**src/rtl/mux_rr_arbiter.sv**
```systemverilog
// mux_rr_arbiter: round-robin owner of a shared 4:1 mux with a hold limit.
module mux_rr_arbiter #(
  parameter int DW = 8,
  parameter int MAX_HOLD = 4
) (
  input  logic          clk,
  input  logic          rst_n,
  input  logic [3:0]    req,
  input  logic [DW-1:0] din0,
  input  logic [DW-1:0] din1,
  input  logic [DW-1:0] din2,
  input  logic [DW-1:0] din3,
  output logic [3:0]    gnt,
  output logic [1:0]    sel,
  output logic          busy,
  output logic [DW-1:0] dout
);
  typedef enum logic {IDLE, GRANT} state_t;
  localparam logic [3:0] HOLD_LAST = 4'(MAX_HOLD - 1);
  state_t state, state_nxt;
  logic [1:0] ptr, ptr_nxt, sel_nxt, k;
  logic [3:0] gnt_nxt, hold_cnt, hold_nxt, others;
  logic found, take;
  function automatic logic [2:0] rr_pick(input logic [3:0] m, input logic [1:0] s);
    logic [2:0] r;
    r = '0;
    for (int i = 3; i >= 0; i--)
      if (m[s + 2'(i)]) r = {1'b1, s + 2'(i)};
    return r;
  endfunction
  // the current owner is never a candidate; in IDLE gnt is zero so all of req competes
  assign others = req & ~gnt;
  assign {found, k} = rr_pick(others, state == IDLE ? ptr : sel + 2'd1);
  assign take = found && (state == IDLE || !req[sel] || hold_cnt == HOLD_LAST);
  always_ff @(posedge clk) begin
    if (!rst_n) begin
      state    <= IDLE;
      gnt      <= '0;
      sel      <= '0;
      busy     <= 1'b0;
      ptr      <= '0;
      hold_cnt <= '0;
    end else begin
      state    <= state_nxt;
      gnt      <= gnt_nxt;
      sel      <= sel_nxt;
      busy     <= |gnt_nxt;
      ptr      <= ptr_nxt;
      hold_cnt <= hold_nxt;
    end
  end
  always_comb begin
    state_nxt = state == IDLE ? (|req ? GRANT : IDLE)
                              : (!req[sel] && !found ? IDLE : GRANT);
  end
  always_comb begin
    gnt_nxt  = take ? 4'b0001 << k : state_nxt == IDLE ? 4'b0000 : gnt;
    sel_nxt  = take ? k : sel;
    ptr_nxt  = take ? k + 2'd1 : ptr;
    hold_nxt = take || state_nxt == IDLE ? 4'd0
             : hold_cnt == HOLD_LAST ? hold_cnt : hold_cnt + 4'd1;
  end
  assign dout = !busy ? '0 : sel == 2'd0 ? din0 : sel == 2'd1 ? din1 : sel == 2'd2 ? din2 : din3;
endmodule

```
**config.mk**
```make
export PLATFORM = sky130hd
export DESIGN_NAME = mux_rr_arbiter
export DESIGN_NICKNAME = d
export VERILOG_FILES = /design/src/rtl/mux_rr_arbiter.sv
export SDC_FILE = /design/constraint.sdc
export NUM_CORES = 1
export LEC_CHECK = 0
export BUFFER_PORTS_ARGS = -buffer_cell sky130_fd_sc_hd__buf_2
export CAP_MARGIN = 0
export CORE_MARGIN = 2
export CORE_UTILIZATION = 42
export DETAILED_ROUTE_END_ITERATION = 16
export HOLD_SLACK_MARGIN = 0.06
export PLACE_DENSITY = 0.84
export SLEW_MARGIN = 0
export SYNTH_ARGS = -nofsm -noshare
export SYNTH_HDL_FRONTEND = slang
export SYNTH_SLANG_ARGS = --single-unit
```
**constraint.sdc**
```tcl
create_clock -name clk -period 2.5 [get_ports clk]
set_input_delay 0.25 -clock clk [delete_from_list [all_inputs] [get_ports clk]]
set_output_delay 0.25 -clock clk [all_outputs]
set_load 0.03 [all_outputs]
```
==> results by group, run 1 <==
Floorplanning
  – FP Rows: 19
  – Core footprint: 2730 sq um
  – Die Wd: 57.2 um
  – Die footprint: 3270 sq um
  – I/O pin total: 53
  – Die H: 57.2 um
  – Initial core utilization: 43.5%

Run
  – MaxCap Viol Count: 0

Clocking
  – Cts hold-fix bufs: 0
  – Clock buffer count from CTS: 3
  – Root buffer cell: clkbuf_4
  – Clk sinks: 14
  – H-tree depth: 1
  – Clock Latency Late Sink: 0.28 ns
  – CTS tree: yes
  – Clk slew on worst S/H paths: 0.08 ns
  – CTS Buffer Depth: 2

Global route
  – Total GRT Usage: 17.5%
  – First-pass GRT wire length: 4.61 mm
  – Vias in the first global route: 1,068
  – Grt ovf: 0
  – Largest net degree at the start of global routing: 17
  – Initial antenna violation count: 0

Finish
  – Design area: 1530 sq um
  – FF/Latch Area: 285 sq um
  – Fillers: 244
  – Final net count: 237
  – Non-filler cells, final: 221
  – Share of post-route cells with drive strength above 1: 39.5%
  – Area delta synth->final: 28.2%
  – Multi-input logic area: 862 sq um
  – Diode count: 0

Power
  – Leakage: 0.752 nW
  – Int Pwr: 0.000740 W
  – Part of the power in combinational logic: 66.5%
  – Sequential power share: 23.9%
  – Net Sw Frac: 46.5%
  – Peak VDD IR: 717 uV
  – Total power: 0.00138 W
  – P_sw: 0.000643 W
  – Pwr dens: 907 nW/um^2
  – Clock power share: 9.6%

Timing
  – Fmax: 424 MHz
  – Clock Skews: 0.00619 ns
  – Slew Limit Fails: 0
  – Min Hold Slack: 0.304 ns
  – Endpoints failing setup: 0
  – Post-layout min period: 2.36 ns
  – Worst Tran Pin Value: 0.486 ns
  – Slew headroom: 67.6%
  – Final setup TNS: 0 ns
  – Period utilization: 94.4%
  – Hold Fails Final Rpt: 0

Yosys
  – Syn Nets: 183
  – Yosys reg bits: 14
  – Synth cell types: 39
  – Cells after Synth: 137
  – Post-Syn Area per Cell: 8.69 sq um
  – Syn Std Cell Area: 1190 sq um
  – Seq/Total Area, Yosys: 23.6%
  – Main synth FF type: dfxtp_1
  – Post-synth EDFFs: 0
  – Ys async rst share: 0%
  – Synth warn: 0

Drt
  – Drt drc: 0
  – Final ANT Viol Nets: 0
  – Post-Route WL: 2.78 mm
  – Routed vias: 1,167
  – Vias/cell: 5.28
  – Initial DRC Count: 50
  – First-pass DRT Iterations: 4
  – Routed len/inst: 12.6 um

Critical path
  – Nature of the critical path endpoint: flop
  – CP arrival: 2.53 ns
  – Sequence of cells on the critical path: inv_1 -> ha_1 -> mux2i_2 -> mux2_4 -> or2_2 -> ha_2 -> nor4_2 -> nor4_1 -> a31o_1
  – Worst EP required: 2.67 ns
  – Flop2flop setup slack: 0.14 ns
  – Worst Setup Path Type: reg2reg
  – Critical-path maximum fanout: 4
  – Slowest cell on the critical path: mux2_4
  – CP startpoint kind: flop
  – Peak per-stage delay on the critical path: 0.35 ns

Placed design
  – Placed Area: 1480 sq um
  – Port bufs: 52
  – Placed cell count: 217
  – DP HPWL: 2.26 mm
  – GPL Wtd Cong: 0.867

Run status
  – Status: complete, no violations

Hold path
  – Hold WC Path Type: in2reg
==> registers in the layout, indices dropped and copies added (netlist names) <==
| signal | cells |
|---|---|
| gnt | 4 |
| hold_cnt | 4 |
| busy | 1 |
| ptr | 2 |
| state | 1 |
| sel | 2 |
==> worst max-delay path: cells and delay by family (launching register included) <==
| kind | cells | cell delay, ns |
|---|---|---|
| AO/OA/AOI/OAI | 1 | 0.20 |
| adder cells (fa/ha/maj) | 2 | 0.48 |
| flip-flops | 1 | 0.34 |
| buffers and inverters | 1 | 0.05 |
| AND/OR/NAND/NOR | 3 | 0.64 |
| multiplexers | 2 | 0.54 |
==> logic make-up (layout without fill, tap and decap cells) <==
family	Yosys count	after routing	synth area share, %
simple gates	53	53	24.5
compound gates	25	25	16.5
mux	22	22	19.8
flops	14	14	23.6
buf+inv	13	66	5.78
fa+ha+maj	8	8	8.41
xor+xnor	2	2	1.47
==> stage by stage <==
| stage | worst slack [ns] | utilization (%) |
|---|---|---|
| global placement | 0.132 | 54.1 |
| global route | -0.00462 | 55.8 |
| finish | 0.141 | 55.8 |
| floorplan | 0.0220 | - |
| CTS | 0.0624 | 55.0 |
| detailed placement | 0.0729 | 54.1 |
==> cell type report <==
type | instances | area share, %
flip-flops and latches | 14 | 18.7
inverters | 6 | 1.48
clock buffers | 4 | 1.72
well taps | 31 | 2.54
repair buffers | 56 | 19.0
multi-input cells | 110 | 56.5
==> cell usage after synthesis (2+ instances only) <==
library cell | n | share of area, %
dfxtp_1 | 14 | 24
nor3_1 | 4 | 1.7
or4_1 | 2 | 1.3
mux2i_1 | 19 | 16
nor2_1 | 3 | 0.95
ha_1 | 8 | 8.4
o21ai_0 | 9 | 3.8
xnor2_1 | 2 | 1.5
buf_6 | 2 | 1.9
nand2_1 | 15 | 4.7
a31o_1 | 4 | 2.9
and3_1 | 4 | 2.1
nor4_1 | 2 | 1.1
nand2b_1 | 4 | 2.1
nor2b_1 | 12 | 6.3
o32ai_1 | 2 | 1.5
mux2_2 | 2 | 1.9
clkbuf_1 | 3 | 0.95
inv_1 | 6 | 1.9
==> per-layer routing <==
layer / vias up / global-route usage, % / part of all wire (%)
li1: 605 / - / -
met1: 509 / 20.5 / 43
met2: 51 / 31.2 / 46
met3: 2 / 5.44 / 11
met4: 0 / 3.99 / 0.40
met5: - / 0 / 0
==> power groups by stage <==
stage / Sequential (W) / Clock [W] / Combinational, W
2_1_floorplan: 0.000400 / 0 / 0.000598
3_3_place_gp: 0.000335 / 0 / 0.000878
3_5_place_dp: 0.000335 / 0 / 0.000895
4_1_cts: 0.000330 / 0.000136 / 0.000895
5_1_grt: 0.000340 / 0.000148 / 0.00101
6_report: 0.000331 / 0.000133 / 0.000919
==> placed cells by master, fill, tap and decap left out, types with 3 or more instances in the layout <==
| master | Yosys | routed |
|---|---|---|
| a31o_1 | 4 | 4 |
| and3_1 | 4 | 4 |
| buf_2 | 1 | 52 |
| buf_4 | 1 | 4 |
| clkbuf_4 | 0 | 3 |
| dfxtp_1 | 14 | 12 |
| ha_1 | 8 | 6 |
| inv_1 | 6 | 6 |
| mux2i_1 | 19 | 18 |
| nand2_1 | 15 | 15 |
| nand2b_1 | 4 | 4 |
| nor2_1 | 3 | 3 |
| nor2b_1 | 12 | 11 |
| nor3_1 | 4 | 4 |
| o21ai_0 | 9 | 9 |
==> worst paths after layout <==
check	start	endpoint	cells past startpoint
worst max-delay path	sel[0]	busy	9
worst min-delay path	rst_n	ptr[0]	2
worst max register to register	sel[0]	busy	9
worst min register to register	ptr[1]	ptr[1]	2
==> timing repair <==
| item | 4_1_cts | 5_1_grt |
|---|---|---|
| buffers inserted | 0 | 0 |
| resized for setup | 0 | 6 |
| setup endpoints to repair | 0 | 1 |
Note: power is estimated with default switching activity, not from simulation.
==> run 2: changes to the inputs <==
--- a/config.mk
+++ b/config.mk
@@ -7,8 +7,10 @@
 export LEC_CHECK = 0
 export BUFFER_PORTS_ARGS = -buffer_cell sky130_fd_sc_hd__buf_2
 export CAP_MARGIN = 0
+export CELL_PAD_IN_SITES_DETAIL_PLACEMENT = 0
+export CELL_PAD_IN_SITES_GLOBAL_PLACEMENT = 1
 export CORE_MARGIN = 2
-export CORE_UTILIZATION = 42
+export CORE_UTILIZATION = 30
 export DETAILED_ROUTE_END_ITERATION = 16
 export HOLD_SLACK_MARGIN = 0.06
 export PLACE_DENSITY = 0.84
==> run 2 against run 1 <==
  * Fmax down 0.15%
  * Sequential power about the same
  * Flip-flop and latch count unchanged
  * Combinational power up 3.3%
  * First-iteration DRC count down 60%
  * Cell area up 4.3%
  * Register-to-register slack about the same
  * Cell count up 8.6%
  * Via count up 2.1%
  * Routed wire length up 8.3%
==> results by group, run 2 (same netlist as run 1, synthesis figures left out) <==
Run status
  – Status: complete, no violations

Placed design
  – Port bufs: 52 (unchanged)
  – GPL Wtd Cong: 0.999 (+15%)
  – Placed Area: 1500 sq um (+1.4%)
  – DP HPWL: 2.37 mm (+5.1%)

Finish
  – Commonest non-fill, non-tap cell in the layout: buf_2
  – Diode count: 0 (unchanged)
  – Final net count: 239 (+0.84%)
  – Regs by FF count: gnt x4, hold_cnt x4
  – Share of post-route cells with drive strength above 1: 40.6% (+1.2 points)
  – Highest-count cells in the layout ignoring fill and taps: buf_2 (52), mux2i_1 (18), nand2_1 (15)
  – Design area: 1590 sq um (+4.3%)
  – Fillers: 394 (+61%)
  – Area delta synth->final: 33.6%
  – FF/Latch Area: 285 sq um (unchanged)
  – Multi-input logic area: 862 sq um (unchanged)

Clocking
  – Cts hold-fix bufs: 0 (unchanged)
  – Root buffer cell: clkbuf_8
  – H-tree depth: 1 (unchanged)
  – CTS tree: yes
  – Clk slew on worst S/H paths: 0.06 ns (-0.02 ns)
  – Clock Latency Late Sink: 0.24 ns (-0.04 ns)
  – Clk sinks: 14 (unchanged)
  – CTS Buffer Depth: 2 (unchanged)
  – Clock buffer count from CTS: 3 (unchanged)

Drt
  – Post-Route WL: 3.01 mm (+8.3%)
  – First-pass DRT Iterations: 4 (unchanged)
  – Final ANT Viol Nets: 0 (unchanged)
  – Drt drc: 0 (unchanged)
  – Routed vias: 1,192 (+2.1%)
  – Vias/cell: 4.97 (-5.9%)
  – Initial DRC Count: 20 (-60%)
  – Routed len/inst: 12.6 um (-0.23%)

Power
  – Pwr dens: 942 nW/um^2 (+3.9%)
  – Leakage: 0.773 nW (+2.8%)
  – Peak VDD IR: 619 uV (-14%)
  – Total power: 0.00150 W (+8.3%)

Timing
  – Clock Skews: 0.00395 ns (-0.00224 ns)
  – Final setup TNS: 0 ns (unchanged)
  – Slew Limit Fails: 0 (unchanged)
  – Hold Fails Final Rpt: 0 (unchanged)
  – Fmax: 423 MHz (-0.15%)
  – Slew headroom: 66.4% (-1.2 points)
  – Min Hold Slack: 0.353 ns (+0.0494 ns)
  – Worst Tran Pin Value: 0.503 ns (+0.0167 ns)
  – RSZ-0062 raised after global routing: false
  – Period utilization: 94.5% (+0.14 points)
  – Endpoints failing setup: 0 (unchanged)
  – Post-layout min period: 2.36 ns (+0.00343 ns)

Critical path
  – Slowest cell on the critical path: mux2_4
  – Crit path max-delay family: simple AND/OR/NAND/NOR gates
  – Worst EP required: 2.64 ns (-0.03 ns)
  – CP startpoint kind: flop
  – Peak per-stage delay on the critical path: 0.35 ns (about the same)
  – Crit. path cell count: 9 (unchanged)
  – Worst Setup Path Type: reg2reg
  – CP arrival: 2.50 ns (-0.03 ns)
  – Critical-path maximum fanout: 4 (unchanged)
  – Crit path buffers/inverters: 1 (unchanged)
  – Nature of the critical path endpoint: flop
  – Cell count of the worst reg-to-reg path: 9 (unchanged)
  – Sequence of cells on the critical path: inv_1 -> ha_1 -> mux2i_2 -> mux2_4 -> or2_2 -> ha_2 -> nor4_2 -> nor4_1 -> a31o_1

Floorplanning
  – Die footprint: 4490 sq um (+37%)
  – Die H: 67.0 um (+17%)
  – I/O pin total: 53 (unchanged)
  – Core footprint: 3740 sq um (+37%)
  – FP Rows: 22 (+3)
  – Die Wd: 67.0 um (+17%)
  – Initial core utilization: 31.8% (-12 points)

Run
  – MaxCap Viol Count: 0 (unchanged)

Global route
  – First-pass GRT wire length: 4.75 mm (+3.1%)
  – Grt ovf: 0 (unchanged)
  – Vias in the first global route: 1,072 (+0.37%)
  – Largest net degree at the start of global routing: 17 (unchanged)
  – Initial antenna violation count: 0 (unchanged)
  – Total GRT Usage: 13.6% (-3.9 points)

Hold path
  – Hold WC Path Type: in2reg
  – Hold path cells: 2 (unchanged)
-- run 2: cell type report --
class                           count  area share, %
Clock buffer                        4           3.46
Inverter                            6           1.42
Multi-Input combinational cell    110           54.2
Sequential cell                    14           17.9
Tap cell                           48           3.78
Timing Repair Buffer               58           19.2
-- run 2: metrics by stage --
step / instances / utilization, % / worst slack, ns
2_1_floorplan: 137 / - / 0.0220
3_5_place_dp: 234 / 40.0 / 0.0885
3_3_place_gp: 234 / 40.0 / 0.126
6_report: 240 / 42.5 / 0.138
5_1_grt: 240 / 42.5 / 0.0166
4_1_cts: 238 / 41.5 / 0.0708
-- run 2: report_power, final --
part | internal (W) | switching, W | leakage [nW]
sequential | 0.000280 | 0.0000521 | 0.116
combinational | 0.000418 | 0.000531 | 0.628
clock | 0.000139 | 0.0000776 | 0.0288
total | 0.000838 | 0.000660 | 0.773
-- run 2: what timing repair did --
action,in CTS,in global routing
buffers inserted,0,2
setup endpoints to repair,0,1
resized for setup,0,6
-- run 2: final timing paths --
path,startpoint,to,slack [ns]
worst max-delay path,sel[0],busy,0.14
worst max register to register,sel[0],busy,0.14
worst min register to register,ptr[1],ptr[1],0.49
worst min-delay path,rst_n,ptr[0],0.35
-- run 2: layer usage --
layer  global-route usage [%]  vias to the layer above  part of all wire [%]
met5                        0                        -                     0
met4                     2.30                        0                     0
met3                     4.22                        0                    12
met2                     24.8                       57                    44
met1                     15.7                      531                    44
li1                         -                      604                     -
==> run 3: changes to the inputs <==
--- a/config.mk
+++ b/config.mk
@@ -9,11 +9,11 @@
 export CAP_MARGIN = 0
 export CELL_PAD_IN_SITES_DETAIL_PLACEMENT = 0
 export CELL_PAD_IN_SITES_GLOBAL_PLACEMENT = 1
-export CORE_MARGIN = 2
+export CORE_MARGIN = 4
 export CORE_UTILIZATION = 30
 export DETAILED_ROUTE_END_ITERATION = 16
 export HOLD_SLACK_MARGIN = 0.06
-export PLACE_DENSITY = 0.84
+export PLACE_DENSITY = 0.79
 export SLEW_MARGIN = 0
 export SYNTH_ARGS = -nofsm -noshare
 export SYNTH_HDL_FRONTEND = slang
==> run 3 against run 2 <==
  * Total power rose by 0.43%
  * Flip-flop and latch count unchanged
  * Fmax decreased by 0.37%
  * Routed wire length grew 8.1%
  * Global-route usage decreased by 0.90 points
  * Highest routed layer is now met4
  * Largest cell class unchanged
  * Die area grew 12%
  * Critical endpoint unchanged
  * Cell area is 0.63% lower
  * Largest power group unchanged
  * Clock skew rose by 0.0017 ns
  * Register-to-register slack is essentially flat
  * Non-clock buffer count decreased by 1
==> results by group, run 3 (same netlist as run 1, synthesis figures left out) <==
Run status
  – Status: complete, no violations

Placed design
  – Placed cell count: 234 (unchanged)
  – DP HPWL: 2.51 mm (+6.0%)
  – Port bufs: 52 (unchanged)
  – GPL Wtd Cong: 0.825 (-17%)

Global route
  – Total GRT Usage: 12.7% (-0.90 points)
  – Largest net degree at the start of global routing: 17 (unchanged)
  – First-pass GRT wire length: 5.30 mm (+11%)
  – Initial antenna violation count: 0 (unchanged)
  – Vias in the first global route: 1,151 (+7.4%)
  – Grt ovf: 0 (unchanged)

Drt
  – Routed len/inst: 13.6 um (+8.6%)
  – Final ANT Viol Nets: 0 (unchanged)
  – Vias/cell: 5.01 (+0.84%)
  – Post-Route WL: 3.26 mm (+8.1%)
  – Drt drc: 0 (unchanged)
  – Initial DRC Count: 19 (-5.0%)
  – First-pass DRT Iterations: 4 (unchanged)
  – Routed vias: 1,197 (+0.42%)

Critical path
  – Slowest cell on the critical path: dfxtp_4
  – CP startpoint kind: flop
  – Peak per-stage delay on the critical path: 0.34 ns (about the same)
  – Worst Setup Path Type: reg2reg
  – Worst r2r src: sel[0]
  – Crit path buffers/inverters: 3 (+2)
  – Nature of the critical path endpoint: flop
  – Critical Path Start: sel[0]
  – Worst EP required: 2.65 ns (about the same)
  – Critical-path maximum fanout: 2 (-2)
  – CP arrival: 2.52 ns (+0.02 ns)
  – Sequence of cells on the critical path: inv_1 -> ha_1 -> mux2i_2 -> buf_4 -> o2111ai_1 -> a32oi_1 -> inv_1 -> ha_2 -> nor4_2 -> nor4_1 -> a31o_1
  – Crit path max-delay family: compound AO/OA/AOI/OAI gates
  – Cell mode on critical path: inv_1

Timing
  – Slew Limit Fails: 0 (unchanged)
  – Hold Fails Final Rpt: 0 (unchanged)
  – Worst Tran Pin Value: 0.503 ns (-0.000206 ns)
  – Clock Skews: 0.00564 ns (+0.00168 ns)
  – Final setup TNS: 0 ns (unchanged)
  – Min Hold Slack: 0.339 ns (-0.0141 ns)
  – Slew headroom: 66.5% (+0.086 points)
  – Fmax: 422 MHz (-0.37%)
  – Post-layout min period: 2.37 ns (+0.00887 ns)
  – Endpoints failing setup: 0 (unchanged)
  – Period utilization: 94.9% (+0.35 points)

Power
  – Leakage: 0.770 nW (-0.40%)
  – Total power: 0.00150 W (+0.43%)
  – Peak VDD IR: 554 uV (-10%)
  – Pwr dens: 952 nW/um^2 (+1.1%)

Clocking
  – Clock buffer count from CTS: 3 (unchanged)
  – CTS tree: yes
  – CTS Buffer Depth: 2 (unchanged)
  – Clk sinks: 14 (unchanged)
  – Clk slew on worst S/H paths: 0.06 ns (about the same)
  – Clock Latency Late Sink: 0.25 ns (about the same)
  – Cts hold-fix bufs: 0 (unchanged)
  – H-tree depth: 1 (unchanged)
  – Root buffer cell: clkbuf_8

Floorplanning
  – FP Rows: 22 (unchanged)
  – Die Wd: 71.0 um (+6.0%)
  – Initial core utilization: 31.8% (unchanged)
  – I/O pin total: 53 (unchanged)
  – Die H: 71.0 um (+6.0%)
  – Die footprint: 5040 sq um (+12%)
  – Core footprint: 3740 sq um (unchanged)

Finish
  – Final net count: 238 (-0.42%)
  – Fillers: 384 (-2.5%)
  – Commonest non-fill, non-tap cell in the layout: buf_2
  – Non-filler cells, final: 239 (-0.42%)
  – Diode count: 0 (unchanged)
  – Util after Layout: 42.2% (-0.27 points)
  – Regs by FF count: gnt x4, hold_cnt x4
  – Highest-count cells in the layout ignoring fill and taps: buf_2 (52), mux2i_1 (18), nand2_1 (15)
  – Share of post-route cells with drive strength above 1: 39.8% (-0.83 points)
  – Area delta synth->final: 32.8%

Hold path
  – Hold WC Path Type: in2reg
  – HP Start: rst_n

Run
  – MaxCap Viol Count: 0 (unchanged)
[run 3: final cells by class]
| cell class | instances | area (sq um) | share of cell area [%] |
|---|---|---|---|
| Multi-Input combinational cell | 110 | 860 | 54.4 |
| Timing Repair Buffer | 57 | 298 | 18.8 |
| Sequential cell | 14 | 285 | 18.1 |
| Tap cell | 48 | 60.1 | 3.80 |
| Clock buffer | 4 | 55.1 | 3.48 |
| Inverter | 6 | 22.5 | 1.43 |
[run 3: power by group]
| group | switching (W) | internal, W |
|---|---|---|
| Combinational | 0.000537 | 0.000410 |
| Sequential | 0.0000544 | 0.000280 |
| Clock | 0.0000833 | 0.000140 |
[run 3: routing by layer]
| layer | vias up | track usage (%) | share of wire, % |
|---|---|---|---|
| met4 | 0 | 3.76 | 1.4 |
| met3 | 5 | 3.55 | 10 |
| li1 | 609 | - | - |
| met2 | 51 | 21.0 | 44 |
| met5 | - | 0 | 0 |
| met1 | 532 | 16.0 | 44 |
[run 3: final timing paths]
kind / endpoint / slack, ns / cells after the start
min reg2reg: ptr[1] / 0.48 / 2
min: ptr[0] / 0.34 / 2
max: busy / 0.13 / 11
max reg2reg: busy / 0.13 / 11
[run 3: through the flow]
| stage | cell area [sq um] | setup WS, ns |
|---|---|---|
| final | 1580 | 0.129 |
| after global routing | 1580 | -0.0117 |
| after CTS | 1550 | 0.0397 |
| after detailed placement | 1500 | 0.116 |
| after global placement | 1500 | 0.128 |
| after floorplan | 1190 | 0.0220 |
[run 3: what timing repair did]
item / in CTS / in global routing
setup buffers: 0 / 1
endpoints found under the setup margin: 0 / 1
resized for setup: 0 / 5
